### src/rtl/branch_resolver.sv
// In-order resolution queue for gshare branch predictions: matches EX outcomes to ID predictions,
// drives PHT/GHT training and mispredict redirect. Optional counters behind BRANCH_RESOLVER_STATS_EN.
module branch_resolver #(
  parameter int DEPTH     = 4,
  parameter int PHT_IDX_W = 6
) (
  input  logic                 clk_i,
  input  logic                 rst_ni,
`ifdef BRANCH_RESOLVER_STATS_EN
  input  logic                 stat_clear,
  output logic [31:0]          stat_branches,
  output logic [31:0]          stat_mispredicts,
`endif
  input  logic                 id_push,
  input  logic                 id_predict_btaken,
  input  logic [PHT_IDX_W-1:0] id_pht_idx,
  input  logic [31:0]          id_pc,
  input  logic                 ex_resolve,
  input  logic                 ex_actual_taken,
  input  logic [31:0]          ex_target,
  input  logic                 ext_flush,
  output logic                 id_stall,
  output logic                 mem_q_is_branch,
  output logic                 mem_q_jump_taken,
  output logic [PHT_IDX_W-1:0] mem_q_pht_idx,
  output logic                 mispredict_flush,
  output logic [31:0]          redirect_pc,
  output logic                 err_overflow,
  output logic                 err_underflow
);

  localparam int PTR_W = (DEPTH > 1) ? $clog2(DEPTH) : 1;
  localparam int CNT_W = PTR_W + 1;
  localparam logic [CNT_W-1:0] FULL_CNT = CNT_W'(DEPTH);

  function automatic logic [31:0] seq_pc(input logic [31:0] pc);
    seq_pc = pc + 32'd4;
  endfunction

  logic [PHT_IDX_W-1:0] idx_mem  [DEPTH];
  logic                 pred_mem [DEPTH];
  logic [31:0]          pc_mem   [DEPTH];

  logic [PTR_W-1:0] rd_ptr;
  logic [PTR_W-1:0] wr_ptr;
  logic [CNT_W-1:0] count;

  logic        full;
  logic        empty;
  logic        resolve_p0;
  logic        underflow_p0;
  logic        mispredict_p0;
  logic        squash_p0;
  logic        push_p0;
  logic        overflow_p0;
  logic [31:0] redirect_p0;

  // p0: resolve-cycle decode against the head entry
  always_comb begin
    full          = (count == FULL_CNT);
    empty         = (count == '0);
    resolve_p0    = ex_resolve && !empty;
    underflow_p0  = ex_resolve && empty;
    mispredict_p0 = resolve_p0 && (ex_actual_taken != pred_mem[rd_ptr]);
    // A mispredict or external flush makes any same-cycle push wrong-path.
    squash_p0     = mispredict_p0 || ext_flush;
    push_p0       = id_push && !squash_p0 && (!full || resolve_p0);
    overflow_p0   = id_push && !squash_p0 && full && !resolve_p0;
    redirect_p0   = ex_actual_taken ? ex_target : seq_pc(pc_mem[rd_ptr]);
  end

  assign id_stall = full;

  always_ff @(posedge clk_i or negedge rst_ni) begin
    if (!rst_ni) begin
      rd_ptr <= '0;
      wr_ptr <= '0;
      count  <= '0;
    end else if (squash_p0) begin
      rd_ptr <= wr_ptr;
      count  <= '0;
    end else begin
      if (push_p0)    wr_ptr <= wr_ptr + PTR_W'(1);
      if (resolve_p0) rd_ptr <= rd_ptr + PTR_W'(1);
      case ({push_p0, resolve_p0})
        2'b10:   count <= count + CNT_W'(1);
        2'b01:   count <= count - CNT_W'(1);
        default: count <= count;
      endcase
    end
  end

  always_ff @(posedge clk_i) begin
    if (push_p0) begin
      idx_mem[wr_ptr]  <= id_pht_idx;
      pred_mem[wr_ptr] <= id_predict_btaken;
      pc_mem[wr_ptr]   <= id_pc;
    end
  end

  // p1: registered training / redirect outputs
  always_ff @(posedge clk_i or negedge rst_ni) begin
    if (!rst_ni) begin
      mem_q_is_branch  <= 1'b0;
      mem_q_jump_taken <= 1'b0;
      mem_q_pht_idx    <= '0;
      mispredict_flush <= 1'b0;
      redirect_pc      <= '0;
      err_overflow     <= 1'b0;
      err_underflow    <= 1'b0;
    end else begin
      mem_q_is_branch  <= resolve_p0;
      mem_q_jump_taken <= resolve_p0 && ex_actual_taken;
      mem_q_pht_idx    <= resolve_p0 ? idx_mem[rd_ptr] : '0;
      mispredict_flush <= mispredict_p0;
      if (resolve_p0) redirect_pc <= redirect_p0;
      err_overflow     <= err_overflow  | overflow_p0;
      err_underflow    <= err_underflow | underflow_p0;
    end
  end

`ifdef BRANCH_RESOLVER_STATS_EN
  always_ff @(posedge clk_i or negedge rst_ni) begin
    if (!rst_ni) begin
      stat_branches    <= '0;
      stat_mispredicts <= '0;
    end else if (stat_clear) begin
      stat_branches    <= '0;
      stat_mispredicts <= '0;
    end else begin
      if (resolve_p0 && (stat_branches != 32'hFFFF_FFFF))
        stat_branches <= stat_branches + 32'd1;
      if (mispredict_p0 && (stat_mispredicts != 32'hFFFF_FFFF))
        stat_mispredicts <= stat_mispredicts + 32'd1;
    end
  end
`endif

endmodule

### config.mk
export PLATFORM = sky130hd
export DESIGN_NAME = branch_resolver
export DESIGN_NICKNAME = d
export VERILOG_FILES = /design/src/rtl/branch_resolver.sv
export SDC_FILE = /design/constraint.sdc
export NUM_CORES = 1
export LEC_CHECK = 0
export ABC_AREA = 1
export BUFFER_PORTS_ARGS = -buffer_cell sky130_fd_sc_hd__buf_2
export CORE_MARGIN = 2
export CORE_UTILIZATION = 55
export DETAILED_ROUTE_END_ITERATION = 8
export GPL_TIMING_DRIVEN = 0
export PLACE_DENSITY = 0.78
export SYNTH_ARGS = -nofsm -noshare
export SYNTH_HDL_FRONTEND = slang
export SYNTH_SLANG_ARGS = --single-unit
### constraint.sdc
create_clock -name clk_i -period 8.7 [get_ports clk_i]
set_clock_uncertainty 0.05 [all_clocks]
set_input_delay 0.87 -clock clk_i [delete_from_list [all_inputs] [get_ports clk_i]]
set_output_delay 0.87 -clock clk_i [all_outputs]
set_load 0.01 [all_outputs]
==> impl_summary.md, run 1 <==
GRT
The overall track demand over capacity in global routing is 0.256. The first global-routing pass estimated 35.9 mm of wire. The initial antenna violation count is 1. The maximum number of pins on one net before global-route repair is 51.

Global routing finished with a remaining overflow of 0. The number of global-route vias before repair is between 6000 and 7000.

Synthesis
The sequential share of the synthesized area is 0.619. The average size of a mapped cell is 9.55 µm². The cell area after technology mapping is 0.00958 mm². Counting distinct cell types in the post-synthesis netlist gives 36. The net count after synthesis is 1086. During synthesis, Yosys emitted a total of 0 warnings.

The cell count after synthesis came out at 1003. The synthesized design contains 206 register bits.

Worst setup path
The most common cell type on the critical path is sky130_fd_sc_hd__nand2_1. Of all nets on the critical path, the largest fanout is 21. The kind of start point of the critical path is a register. Walking the worst path, the cells encountered are buf_6, inv_2, buf_2, nand2_1, nand2_1, nand2_1, nand3_1, nand2_1, inv_2, nand3_2, nor2_4, buf_16.

The largest single stage delay on the critical path is 700 ps. The data required time of the worst path is 8850 ps. The worst setup path is captured at a register.

The class of the most critical setup path is register to register. The slowest stage of the critical path belongs to the cell sky130_fd_sc_hd__nor2_4. STA puts the critical path data arrival time at ~3300 ps. Grouping stages by cell kind, the critical path spends the most delay in simple AND/OR/NAND/NOR gates. The sum of buffers and inverters on the critical path is 5.

Floorplan
The top-level I/O count is approximately 120. After floorplanning, the core was divided into 48 placement rows. In this run the standard cell core region covers 0.0172 mm².

The chip width is 136 µm. The initial utilization of the core area, before any placement, comes to 0.558. The floorplan step set the die height to between 100 and 150 µm. The area of the die is 0.0185 mm².

Final layout
The final core utilization is 0.660. The area taken by flip-flops and latches is 0.00594 mm². In the final layout, the share of cells above drive strength 1 is 0.199. Compared with the post-synthesis result, the final layout area differs by 18.2%. Leaving out fill and tap cells, the most frequent cell in the layout is sky130_fd_sc_hd__nand2_1. The number of inserted diodes is 0. The top cell types in the final layout, fill and taps aside, are sky130_fd_sc_hd__nand2_1, sky130_fd_sc_hd__edfxtp_1, sky130_fd_sc_hd__buf_2. The multi-input combinational cell area is 0.00298 mm². The number of filler cells placed in the layout is 1355. After routing the design area is 0.0113 mm². The final layout contains 1233 nets.

Pwr
Of the total power, the clock network draws 0.249. Of the total power, combinational logic draws 0.406. The sequential group share of total power is 0.345. For this design the ratio of total power to cell area is 337 mW/mm². The internal cell power is 2.33 mW. The total leakage power is 5.05 nW. The worst ir drop on vdd is 193 µV. Of the total power, the share spent switching nets is 0.391. The analysis attributes to net switching a power of 1.49 mW.

Route
The number of nets with antenna violations after detailed routing is 0. The first routing iteration left 693 violations. After detailed routing, the total wire length is 23.3 mm. The average wire per standard cell is 16.8 µm. Across all layers, the routed design uses 7317 vias. Using the TritonRoute via totals, the vias-per-cell ratio works out to 5.26.

The detailed-routing iteration count for the pre-antenna-repair pass is 5. For this run, design rule violations remaining after detail routing come to 0.

STA
The transition time at the pin with the least slew margin is 1160 ps. The worst slew margin relative to its limit is 0.229. The final count of pins violating max slew is 0. Setup violations remaining at the end of the flow were counted as 0. The fmax is between 300 and 400 MHz. Summed over all failing endpoints, the final setup total negative slack is 0 ps. Dividing the final minimum period by the clock period gives 0.358. Setup repair after global routing left no endpoint under its margin. The minimum clock period after layout is 3120 ps. The hold violation count in the final report is 0.

Place
Once placement finished, the instance area stood at 0.0106 mm². Routability-driven placement finished with a final weighted congestion of approximately 0.92. The count of port buffers added during placement is 120. The HPWL reported at the end of detailed placement is 16.1 mm.

Clock tree
Counting every sink on the clock net gives 206. For the worst-skew pair, the clock arrives at the later sink with an insertion delay of 510 ps. CTS built an H-tree with a depth of 1.

The buffer depth of the longest clock path is 3. The library cell used as clock root buffer is sky130_fd_sc_hd__clkbuf_16. In this run, post-CTS repair resized a total of 0 instances.

The number of setup buffers added after CTS is 0. The number of hold buffers added after CTS was 0. The number of buffers inserted during clock tree synthesis is 21. The CTS clock-pin slew for the worst setup and hold paths is ~60 ps. TritonCTS built the clock tree.

Hold path
The worst hold-check path type is register to register.

Job
The count of max-cap constraint violations is 0.

Status
The run finished with clean final reports.
## tightest hold or removal path: stages (launching register included)
cell and delay (ps):
sky130_fd_sc_hd__dfrtp_1 340, sky130_fd_sc_hd__nand2_1 50, sky130_fd_sc_hd__nand2_1 60
## cell type report
| type | instances | area share |
|---|---|---|
| clock inverters | 11 | 0.0146 |
| well taps | 225 | 0.0248 |
| plain buffers | 36 | 0.0212 |
| repair buffers | 124 | 0.0621 |
| clock buffers | 27 | 0.0501 |
| multi-input cells | 642 | 0.263 |
| flip-flops and latches | 206 | 0.524 |
| inverters | 119 | 0.0399 |
## cells in the mapped netlist
cell type                  number  area share
sky130_fd_sc_hd__nand3_4        1      0.0018
sky130_fd_sc_hd__inv_1        114       0.045
sky130_fd_sc_hd__o21ai_1       12      0.0063
sky130_fd_sc_hd__nand2_1      331        0.13
sky130_fd_sc_hd__buf_1          1     0.00039
sky130_fd_sc_hd__nor2_2        13      0.0085
sky130_fd_sc_hd__a32oi_1        1     0.00091
sky130_fd_sc_hd__edfxtp_1     156        0.49
sky130_fd_sc_hd__nor3_1         2      0.0010
sky130_fd_sc_hd__fa_1           1      0.0021
sky130_fd_sc_hd__buf_6         10       0.012
sky130_fd_sc_hd__o211ai_1       3      0.0024
sky130_fd_sc_hd__inv_2          3      0.0012
sky130_fd_sc_hd__dfrtp_1       50        0.13
sky130_fd_sc_hd__nand3_2        4      0.0042
sky130_fd_sc_hd__a22o_1         5      0.0046
sky130_fd_sc_hd__xnor2_1        1     0.00091
sky130_fd_sc_hd__nand3b_1      10      0.0078
sky130_fd_sc_hd__o22ai_1        6      0.0039
sky130_fd_sc_hd__buf_4          5      0.0039
sky130_fd_sc_hd__clkbuf_1      11      0.0043
sky130_fd_sc_hd__xor2_1         5      0.0046
sky130_fd_sc_hd__o21bai_1       5      0.0039
sky130_fd_sc_hd__nor2_4         9       0.011
sky130_fd_sc_hd__ha_1           5      0.0065
sky130_fd_sc_hd__o21ai_0       27       0.014
sky130_fd_sc_hd__a21oi_1       12      0.0063
sky130_fd_sc_hd__clkinv_1       1     0.00039
sky130_fd_sc_hd__inv_6          1     0.00091
sky130_fd_sc_hd__nand4_1        2      0.0013
sky130_fd_sc_hd__o31ai_1        1     0.00078
sky130_fd_sc_hd__nor2_1        99       0.039
sky130_fd_sc_hd__nand3_1       72       0.038
sky130_fd_sc_hd__or2_2          1     0.00065
sky130_fd_sc_hd__nand2_2       14      0.0091
sky130_fd_sc_hd__buf_2          9      0.0047
## worst paths after layout
path,startpoint,end,slack (ps),depth (start not counted)
setup / recovery,rd_ptr[1]$_DFFE_PN0P_,pc_mem[0][18]$_DFFE_PP_,5580,12
hold / removal,redirect_pc[29]$_DFFE_PN0P_,redirect_pc[29]$_DFFE_PN0P_,430,2
setup reg to reg,rd_ptr[1]$_DFFE_PN0P_,pc_mem[0][18]$_DFFE_PP_,5580,12
hold reg to reg,redirect_pc[29]$_DFFE_PN0P_,redirect_pc[29]$_DFFE_PN0P_,430,2
max in group asynchronous,rst_ni,redirect_pc[0]$_DFFE_PN0P_,7330,1
min in group asynchronous,rst_ni,redirect_pc[29]$_DFFE_PN0P_,550,1
## kinds of logic after synthesis
kind of cell | synth area share
XOR/XNOR | 0.00548
buffers and inverters | 0.0722
AND/OR/NAND/NOR | 0.251
flip-flops | 0.619
AO/OA/AOI/OAI | 0.0431
adder cells (fa/ha/maj) | 0.00862
## power by group through the flow
stage | Combinational (mW) | Sequential [mW] | Clock [mW]
after floorplan | 0.985 | 1.37 | 0
after global placement | 1.47 | 1.34 | 0
after detailed placement | 1.53 | 1.34 | 0
after CTS | 1.54 | 1.32 | 0.958
after global routing | 1.72 | 1.33 | 1.00
final | 1.55 | 1.32 | 0.952
## registers in the layout (all words and copies together), names as in the netlist
register and cells:
mispredict_flush 1, count 3, mem_q_jump_taken 1, mem_q_pht_idx 6
idx_mem 24, mem_q_is_branch 1, wr_ptr 2, err_underflow 1
pc_mem 128, pred_mem 4, redirect_pc 32, err_overflow 1
rd_ptr 2
## metrics by stage
step,std cells,hold WS [ps],power (mW),setup slack (ps)
after floorplan,1003,431,2.36,5050
final,1390,429,3.82,5580
after global placement,1348,408,2.81,3220
after CTS,1390,428,3.82,5570
after detailed placement,1352,412,2.87,5310
after global routing,1390,456,4.06,5390
## layer usage
metal  track usage  share of wire  vias up
met1         0.342           0.41     3393
met2         0.417           0.47      328
li1              -              -     3531
met5             0        0.00043        -
met3        0.0485          0.083       63
met4         0.101          0.038        2
Note: power is estimated with default switching activity, not from simulation.
==> run 2: changes to the inputs <==
==> constraint.sdc (replaced) <==
create_clock -name clk_i -period 3.25 [get_ports clk_i]
set_clock_uncertainty 0.05 [all_clocks]
set_input_delay 0.325 -clock clk_i [delete_from_list [all_inputs] [get_ports clk_i]]
set_output_delay 0.325 -clock clk_i [all_outputs]
set_load 0.01 [all_outputs]
==> run 2 against run 1 <==
Effect of this change: fmax increased by 3.6%; critical path type unchanged; global-route usage increased by 0.32 points; non-clock buffer count grew 40; power increased to 2.7 times the previous value; utilization grew 2.4 points; wire length grew 1.6%; cell area grew 3.6%; worst setup slack lost 5300 ps.
==> impl_summary.md, run 2 (synthesis results as in run 1) <==
Floorplan
The starting density of the core is 0.558 (unchanged). The top-level I/O count is 121 (unchanged). The row count came to 48 (unchanged). The floorplan die height is 136 µm (unchanged). The area of the die was 0.0185 mm² (unchanged). The placeable core area is 0.0172 mm² (unchanged). The chip width was 136 µm (unchanged).

Route
The remaining routing DRC violations is 0 (unchanged). The violation count after the first detailed-routing iteration is 709 (was 693). The number of nets with antenna violations after detailed routing came to 0 (unchanged). The average wire per standard cell was 16.6 µm (was 16.8 µm). The detailed-routing iteration count for the pre-antenna-repair pass was 6 (was 5). The number of vias per cell after detailed routing was 5.24 (was 5.26). The total via count in the routed design is 7498 (was 7317).

The final wirelength is 23.7 mm (was 23.3 mm).

STA
Setup repair after global routing missed its margin: false (unchanged). The final critical-path setup slack is 241 ps (was 5580 ps). The transition time at the pin with the least slew margin is 1160 ps (about the same). The final count of pins violating max slew is 0 (unchanged). The worst hold margin is 7.12 ps (was 429 ps). The minimum clock period after layout is 3010 ps (was 3120 ps). The worst slew margin relative to its limit is 0.225 (was 0.229).

The fmax is 332 MHz (was 321 MHz). The final sum of negative setup slack is 0 ps (unchanged). The final worst-path cycle share came to 0.926 (was 0.358). The hold violation count in the final report was 0 (unchanged). The final setup violation count is 0 (unchanged).

Clock tree
The library cell used as clock root buffer was sky130_fd_sc_hd__clkbuf_16 (unchanged). The number of buffers inserted during clock tree synthesis is 21 (unchanged). The level count of the clock H-tree is 1 (unchanged). The TritonCTS clock tree is built (unchanged). The clock sink total is 206 (unchanged).

The CTS clock-pin slew for the worst setup and hold paths is 60 ps (about the same). The buffer depth of the longest clock path was 3 (unchanged). The clock latency on the worst-skew pair came to 500 ps (was 510 ps).

Pwr
The power consumption came to 10.3 mW (was 3.82 mW). The power per cell area is 876 mW/mm² (was 337 mW/mm²). The total leakage power came to 5.22 nW (was 5.05 nW). The worst ir drop on vdd came to 501 µV (was 193 µV).

Worst setup path
The data required time of the worst path was 3410 ps (was 8850 ps). The kind of start point of the critical path is a register (unchanged). The endpoint of the most critical register-to-register path is pc_mem[2][21]$_DFFE_PP_ (was pc_mem[0][18]$_DFFE_PP_). The data arrival at the endpoint of the critical path is 3160 ps (was 3270 ps). The cell depth of the worst flop-to-flop path is 12 (unchanged). The end of the critical path is pc_mem[2][21]$_DFFE_PP_ (was pc_mem[0][18]$_DFFE_PP_). The class of the most critical setup path is register to register (unchanged).

The reg-to-reg startpoint was rd_ptr[1]$_DFFE_PN0P_ (unchanged). The type of destination of the critical path is a register (unchanged). The start point of the critical path is rd_ptr[1]$_DFFE_PN0P_ (unchanged). The slack of the worst reg-to-reg path is 240 ps (was 5580 ps). The highest fanout seen on the critical path is 20 (was 21).

Place
The total cell area at the placement stage is 0.0106 mm² (unchanged). The count of port buffers added during placement is 120 (unchanged). The setup slack at placement is 150 ps (was 5310 ps). The final weighted congestion in routability-driven placement is 0.919 (unchanged). The HPWL reported at the end of detailed placement was 16.1 mm (unchanged).

GRT
The global-route layer with the greatest usage was met2 (unchanged). The initial antenna violation count is 1 (unchanged). The final global-route overflow total is 0 (unchanged). The maximum number of pins on one net before global-route repair came to 51 (unchanged). The routing usage on met1 is 0.346 (was 0.342).

The met3 routing resource usage after global routing was 0.0444 (was 0.0485). The number of global-route vias before repair was 7024 (was 6875). The met2 usage is 0.427 (was 0.417). The global-route wire length before repair is 36.4 mm (was 35.9 mm). The overall track demand over capacity in global routing is 0.259 (was 0.256).

Status
Run status: complete, no violations (unchanged).

Final layout
The area added between synthesis and finish was 22.5% (was 18.2%). The fraction of layout instances using a drive strength above 1 was 0.193 (was 0.199). The number of inserted diodes was 0 (unchanged).

The layout net count is 1273 (was 1233). Commonest cells after routing, fill and taps aside: sky130_fd_sc_hd__nand2_1, sky130_fd_sc_hd__edfxtp_1, sky130_fd_sc_hd__buf_2 (unchanged). The most common cell after layout, fill and taps aside is sky130_fd_sc_hd__nand2_1 (unchanged). The final instance area is 0.0117 mm² (was 0.0113 mm²). The largest register by flop count is pc_mem (unchanged).

The flip-flop count of the largest register, all copies and words added is 128 (unchanged). Largest regs: pc_mem (128), redirect_pc (32), idx_mem (24) (unchanged). The number of filler cells placed in the layout is 1312 (was 1355).

Hold path
The worst hold-check path type is input port to async pin (was register to register).

Job
The count of max-cap constraint violations is 0 (unchanged).
## run 2: changes by cell type in the layout (fill, tap and decap cells not counted)
cell / before / now
sky130_fd_sc_hd__dlygate4sd3_1: 0 / 40
sky130_fd_sc_hd__nand3_2: 4 / 3
sky130_fd_sc_hd__nand3_4: 1 / 2
## run 2: through the flow
step	instances	utilization
after floorplan	1003	-
after global placement	1348	0.609
after detailed placement	1352	0.617
after CTS	1429	0.682
after global routing	1430	0.683
final	1430	0.683
## run 2: worst min path at each step
| stage | startpoint | end | slack [ps] | cells past startpoint |
|---|---|---|---|---|
| floorplan | rst_ni | count[0]$_DFFE_PN0P_ | -20 | 0 |
| global placement | err_overflow$_DFF_PN0_ | err_overflow$_DFF_PN0_ | 410 | 1 |
| detailed placement | redirect_pc[19]$_DFFE_PN0P_ | redirect_pc[19]$_DFFE_PN0P_ | 410 | 2 |
| CTS | id_pc[10] | pc_mem[1][10]$_DFFE_PP_ | 0.4 | 1 |
| global route | id_pc[6] | pc_mem[2][6]$_DFFE_PP_ | 20 | 1 |
| finish | rst_ni | redirect_pc[29]$_DFFE_PN0P_ | 7 | 1 |
## run 2: critical path, stage by stage (launching register included)
cell and delay [ps]:
sky130_fd_sc_hd__dfrtp_1 370, sky130_fd_sc_hd__buf_6 140, sky130_fd_sc_hd__inv_2 60, sky130_fd_sc_hd__buf_2 270
sky130_fd_sc_hd__nand2_1 110, sky130_fd_sc_hd__nand2_1 80, sky130_fd_sc_hd__nand2_1 50, sky130_fd_sc_hd__nand3_1 130
sky130_fd_sc_hd__nand2_1 140, sky130_fd_sc_hd__inv_2 170, sky130_fd_sc_hd__nand3_4 190, sky130_fd_sc_hd__nor2_4 660
sky130_fd_sc_hd__buf_16 250
## run 2: what timing repair did
| action | 4_1_cts | 5_1_grt |
|---|---|---|
| setup endpoints to repair | 0 | 59 |
| setup buffers | 0 | 0 |
| resized for setup | 0 | 1 |
| hold buffers | 39 | 1 |
| endpoints found under the hold margin | 149 | 4 |
## run 2: area by class of cell
class,count,area [µm²],share of cell area
Sequential cell,206,5940,0.506
Multi-Input combinational cell,642,2990,0.255
Timing Repair Buffer,164,1100,0.0940
Clock buffer,27,568,0.0484
Inverter,119,452,0.0385
Tap cell,225,282,0.0240
Buffer,36,240,0.0205
Clock inverter,11,165,0.0141
## run 2: routing by layer
layer,share of wire,vias to the layer above
met5,0.00042,-
met4,0.036,2
met3,0.076,57
met2,0.47,325
met1,0.42,3509
li1,-,3605
## run 2: where the power goes
group / switching, mW / internal, mW / leakage (nW)
Combinational: 2.83 / 1.37 / 2.83
Clock: 0.989 / 1.56 / 0.359
Sequential: 0.202 / 3.33 / 2.03
==> run 3: changes to the inputs <==
--- a/config.mk
+++ b/config.mk
@@ -5,13 +5,12 @@
 export SDC_FILE = /design/constraint.sdc
 export NUM_CORES = 1
 export LEC_CHECK = 0
-export ABC_AREA = 1
 export BUFFER_PORTS_ARGS = -buffer_cell sky130_fd_sc_hd__buf_2
 export CORE_MARGIN = 2
 export CORE_UTILIZATION = 55
 export DETAILED_ROUTE_END_ITERATION = 8
 export GPL_TIMING_DRIVEN = 0
-export PLACE_DENSITY = 0.78
+export PLACE_DENSITY = 0.79
 export SYNTH_ARGS = -nofsm -noshare
 export SYNTH_HDL_FRONTEND = slang
 export SYNTH_SLANG_ARGS = --single-unit
==> run 3 against run 2 <==
Effect of this change: worst setup slack got worse by 160 ps; worst hold slack better by 2.4 ps; synthesized cell count down 48%; fmax decreased by 5.2%; critical path type unchanged; critical endpoint is now pc_mem[3][14]$_DFFE_PP_.
==> impl_summary.md, run 3 <==
Status
Run status: complete, no violations (unchanged).

Synthesis
The most used flip-flop cell after synthesis is sky130_fd_sc_hd__edfxtp_1 (unchanged). The most repeated cell in the gate-level netlist after synthesis was sky130_fd_sc_hd__edfxtp_1 (was sky130_fd_sc_hd__nand2_1). The number of distinct library cells after synthesis is 53 (was 36). The cell area after technology mapping is 0.00861 mm² (was 0.00958 mm²). The number of synthesized register bits came to 206 (unchanged). The net count after synthesis is 605 (was 1086).

The number of flops mapped to enable cells by yosys is 156 (unchanged). Top cell types by occurrence after synthesis: sky130_fd_sc_hd__edfxtp_1, sky130_fd_sc_hd__dfrtp_1, sky130_fd_sc_hd__nor2_1 (was sky130_fd_sc_hd__nand2_1, sky130_fd_sc_hd__edfxtp_1, sky130_fd_sc_hd__inv_1). The sequential share of the synthesized area is 0.690 (was 0.619). Ranking of synthesized cells by area: sky130_fd_sc_hd__edfxtp_1, sky130_fd_sc_hd__dfrtp_1, sky130_fd_sc_hd__mux4_2 (was sky130_fd_sc_hd__edfxtp_1, sky130_fd_sc_hd__dfrtp_1, sky130_fd_sc_hd__nand2_1). The fraction of synthesis flops using an asynchronous set or reset pin is 0.243 (unchanged).

The post-synthesis instance total is 522 (was 1003). The average size of a mapped cell is 16.5 µm² (was 9.55 µm²). The number of warnings reported in the yosys synthesis log is 0 (unchanged). The cell taking the most area after synthesis is sky130_fd_sc_hd__edfxtp_1 (unchanged). The fraction of post-synthesis cell area in the top cell type by area is 0.544 (was 0.489).

Pwr
The power consumption is 8.81 mW (was 10.3 mW). The sequential group share of total power is 0.404 (was 0.344). The total leakage power is 3.97 nW (was 5.22 nW).

The power per cell area was 845 mW/mm² (was 876 mW/mm²). The worst ir drop on vdd came to 524 µV (was 501 µV). The net switching power came to 2.79 mW (was 4.02 mW). The net switching share of the total power is 0.317 (was 0.391).

The share of total power in combinational logic is 0.333 (was 0.408). The internal cell power came to 6.02 mW (was 6.27 mW). The clock power share was 0.263 (was 0.248).

STA
The fmax is 315 MHz (was 332 MHz). The minimum clock period after layout is 3170 ps (was 3010 ps). Setup repair after global routing missed its margin: true (was false). The final worst-path cycle share is 0.976 (was 0.926). The final count of pins violating max slew is 0 (unchanged). The hold violation count in the final report is 0 (unchanged).

The worst hold margin is 9.54 ps (was 7.12 ps). The worst slew margin relative to its limit was 0.208 (was 0.225). The final setup violation count is 0 (unchanged). The transition time at the pin with the least slew margin is 1190 ps (was 1160 ps).

Final layout
The number of non-filler instances in the completed layout came to 913 (was 1430). Commonest cells after routing, fill and taps aside: sky130_fd_sc_hd__edfxtp_1, sky130_fd_sc_hd__buf_2, sky130_fd_sc_hd__dfrtp_1 (was sky130_fd_sc_hd__nand2_1, sky130_fd_sc_hd__edfxtp_1, sky130_fd_sc_hd__buf_2). The area added between synthesis and finish is 21.1% (was 22.5%).

Largest regs: pc_mem (128), redirect_pc (32), idx_mem (24) (unchanged). The largest register by flop count is pc_mem (unchanged). The flip-flop count of the largest register, all copies and words added was 128 (unchanged).

The layout net count is 771 (was 1273). The fraction of layout instances using a drive strength above 1 is 0.287 (was 0.193). The most common cell after layout, fill and taps aside is sky130_fd_sc_hd__edfxtp_1 (was sky130_fd_sc_hd__nand2_1).

Floorplan
The chip width came to 129 µm (was 136 µm). The placeable core area is 0.0153 mm² (was 0.0172 mm²). The row count came to 45 (was 48). The starting density of the core came to 0.564 (was 0.558). The area of the die was 0.0167 mm² (was 0.0185 mm²). The floorplan die height was 129 µm (was 136 µm). The top-level I/O count is 121 (unchanged).

Route
The detailed-routing iteration count for the pre-antenna-repair pass is 5 (was 6). The violation count after the first detailed-routing iteration is 484 (was 709). The total via count in the routed design is 5250 (was 7498). The number of vias per cell after detailed routing came to 5.75 (was 5.24). The final wirelength came to 18.8 mm (was 23.7 mm).

The average wire per standard cell is 20.6 µm (was 16.6 µm). The remaining routing DRC violations is 0 (unchanged). The number of nets with antenna violations after detailed routing is 0 (unchanged).

Worst setup path
The type of destination of the critical path is a register (unchanged). The data arrival at the endpoint of the critical path came to 3310 ps (was 3160 ps). The slack of the worst reg-to-reg path is 80 ps (was 240 ps). The start point of the critical path was rd_ptr[0]$_DFFE_PN0P_ (was rd_ptr[1]$_DFFE_PN0P_). The kind of start point of the critical path was a register (unchanged). The data required time of the worst path is 3390 ps (was 3410 ps). The highest fanout seen on the critical path is 20 (unchanged). The reg-to-reg startpoint is rd_ptr[0]$_DFFE_PN0P_ (was rd_ptr[1]$_DFFE_PN0P_). The class of the most critical setup path is register to register (unchanged).

Place
The final weighted congestion in routability-driven placement is 0.857 (was 0.919). The count of port buffers added during placement was 120 (unchanged). The placed cell count came to 857 (was 1352). The HPWL reported at the end of detailed placement is 12.8 mm (was 16.1 mm).

Clock tree
The TritonCTS clock tree is built (unchanged). The CTS clock-pin slew for the worst setup and hold paths came to 60 ps (about the same). The clock latency on the worst-skew pair came to 490 ps (was 500 ps). The post-CTS setup buffer count is 0 (unchanged). The number of cells upsized or downsized after cts was 0 (unchanged).

The number of buffers inserted during clock tree synthesis is 21 (unchanged). The library cell used as clock root buffer is sky130_fd_sc_hd__clkbuf_16 (unchanged). The buffer depth of the longest clock path came to 3 (unchanged).

The level count of the clock H-tree is 1 (unchanged). The clock sink total is 206 (unchanged).

GRT
The initial antenna violation count was 1 (unchanged). The global-route wire length before repair was 28.4 mm (was 36.4 mm). The maximum number of pins on one net before global-route repair is 51 (unchanged).

The final global-route overflow total is 0 (unchanged). The number of global-route vias before repair is 5336 (was 7024). The overall track demand over capacity in global routing is 0.226 (was 0.259).

Hold path
The worst hold-check path type is input port to register (was input port to async pin). The startpoint identified for the worst hold timing path is id_pc[14].

Job
The count of max-cap constraint violations is 0 (unchanged).
==> run 3: cells by family (layout without fill, tap and decap cells) <==
kind of cell,after synthesis,count (layout),synth area share
DFF,206,206,0.690
and+or+nand+nor,128,128,0.0862
AOI/OAI and AO/OA,76,76,0.0500
muxes,44,44,0.114
buffers and inverters,33,212,0.0206
xor gates and xnor gates,29,29,0.0295
adders and majority gates,6,6,0.00960
other,0,1,0
==> run 3: cell type report <==
cell class | count | area [µm²]
flip-flops and latches | 206 | 5940
diodes | 1 | 2.50
clock buffers | 31 | 583
clock inverters | 5 | 77.6
fillers | 993 | 4830
repair buffers | 143 | 886
inverters | 9 | 33.8
multi-input cells | 283 | 2500
plain buffers | 24 | 144
well taps | 211 | 264
==> run 3: repair_timing <==
item,4_1_cts,5_1_grt
hold buffers,18,1
endpoints found under the hold margin,67,2
endpoints found under the setup margin,0,61
==> run 3: metrics by stage <==
step | setup TNS (ps) | instance area [µm²] | util | worst slack, ps
2_1_floorplan | 0 | 8610 | - | 61.3
3_3_place_gp | -122630 | 9470 | 0.621 | -807
6_report | 0 | 10400 | 0.683 | 76.4
4_1_cts | 0 | 10400 | 0.682 | 59.8
5_1_grt | -2230 | 10400 | 0.683 | -58.8
3_5_place_dp | 0 | 9570 | 0.627 | 72.2
==> run 3: power groups by stage <==
stage,clock network [mW],registers [mW],logic [mW]
floorplan,0,3.69,1.87
global placement,0,3.60,2.76
detailed placement,0,3.62,2.90
CTS,2.35,3.56,2.93
global route,2.46,3.60,3.18
finish,2.32,3.56,2.93
==> run 3: critical path: stages, from the launching register on <==
cell,delay [ps]
sky130_fd_sc_hd__dfrtp_1,350
sky130_fd_sc_hd__buf_6,170
sky130_fd_sc_hd__mux4_2,520
sky130_fd_sc_hd__xnor2_1,170
sky130_fd_sc_hd__nor2_1,120
sky130_fd_sc_hd__or2_4,320
sky130_fd_sc_hd__nor3b_4,290
sky130_fd_sc_hd__and2_2,630
sky130_fd_sc_hd__buf_16,250
==> run 3: worst paths after layout <==
| check | cells after the start | to |
|---|---|---|
| setup reg to reg | 8 | pc_mem[3][14]$_DFFE_PP_ |
| hold reg to reg | 1 | err_underflow$_DFF_PN0_ |
| hold / removal | 1 | pc_mem[2][14]$_DFFE_PP_ |
| max in group asynchronous | 1 | redirect_pc[13]$_DFFE_PN0P_ |
| setup / recovery | 8 | pc_mem[3][14]$_DFFE_PP_ |
| min in group asynchronous | 1 | mem_q_pht_idx[4]$_DFF_PN0_ |
==> run 3: layer usage <==
metal  track usage  vias up  share of wire
li1              -     2364              -
met2         0.403      190           0.52
met3        0.0396       41          0.062
met4        0.0723        0          0.025
met5             0        -              0
met1         0.286     2655           0.39
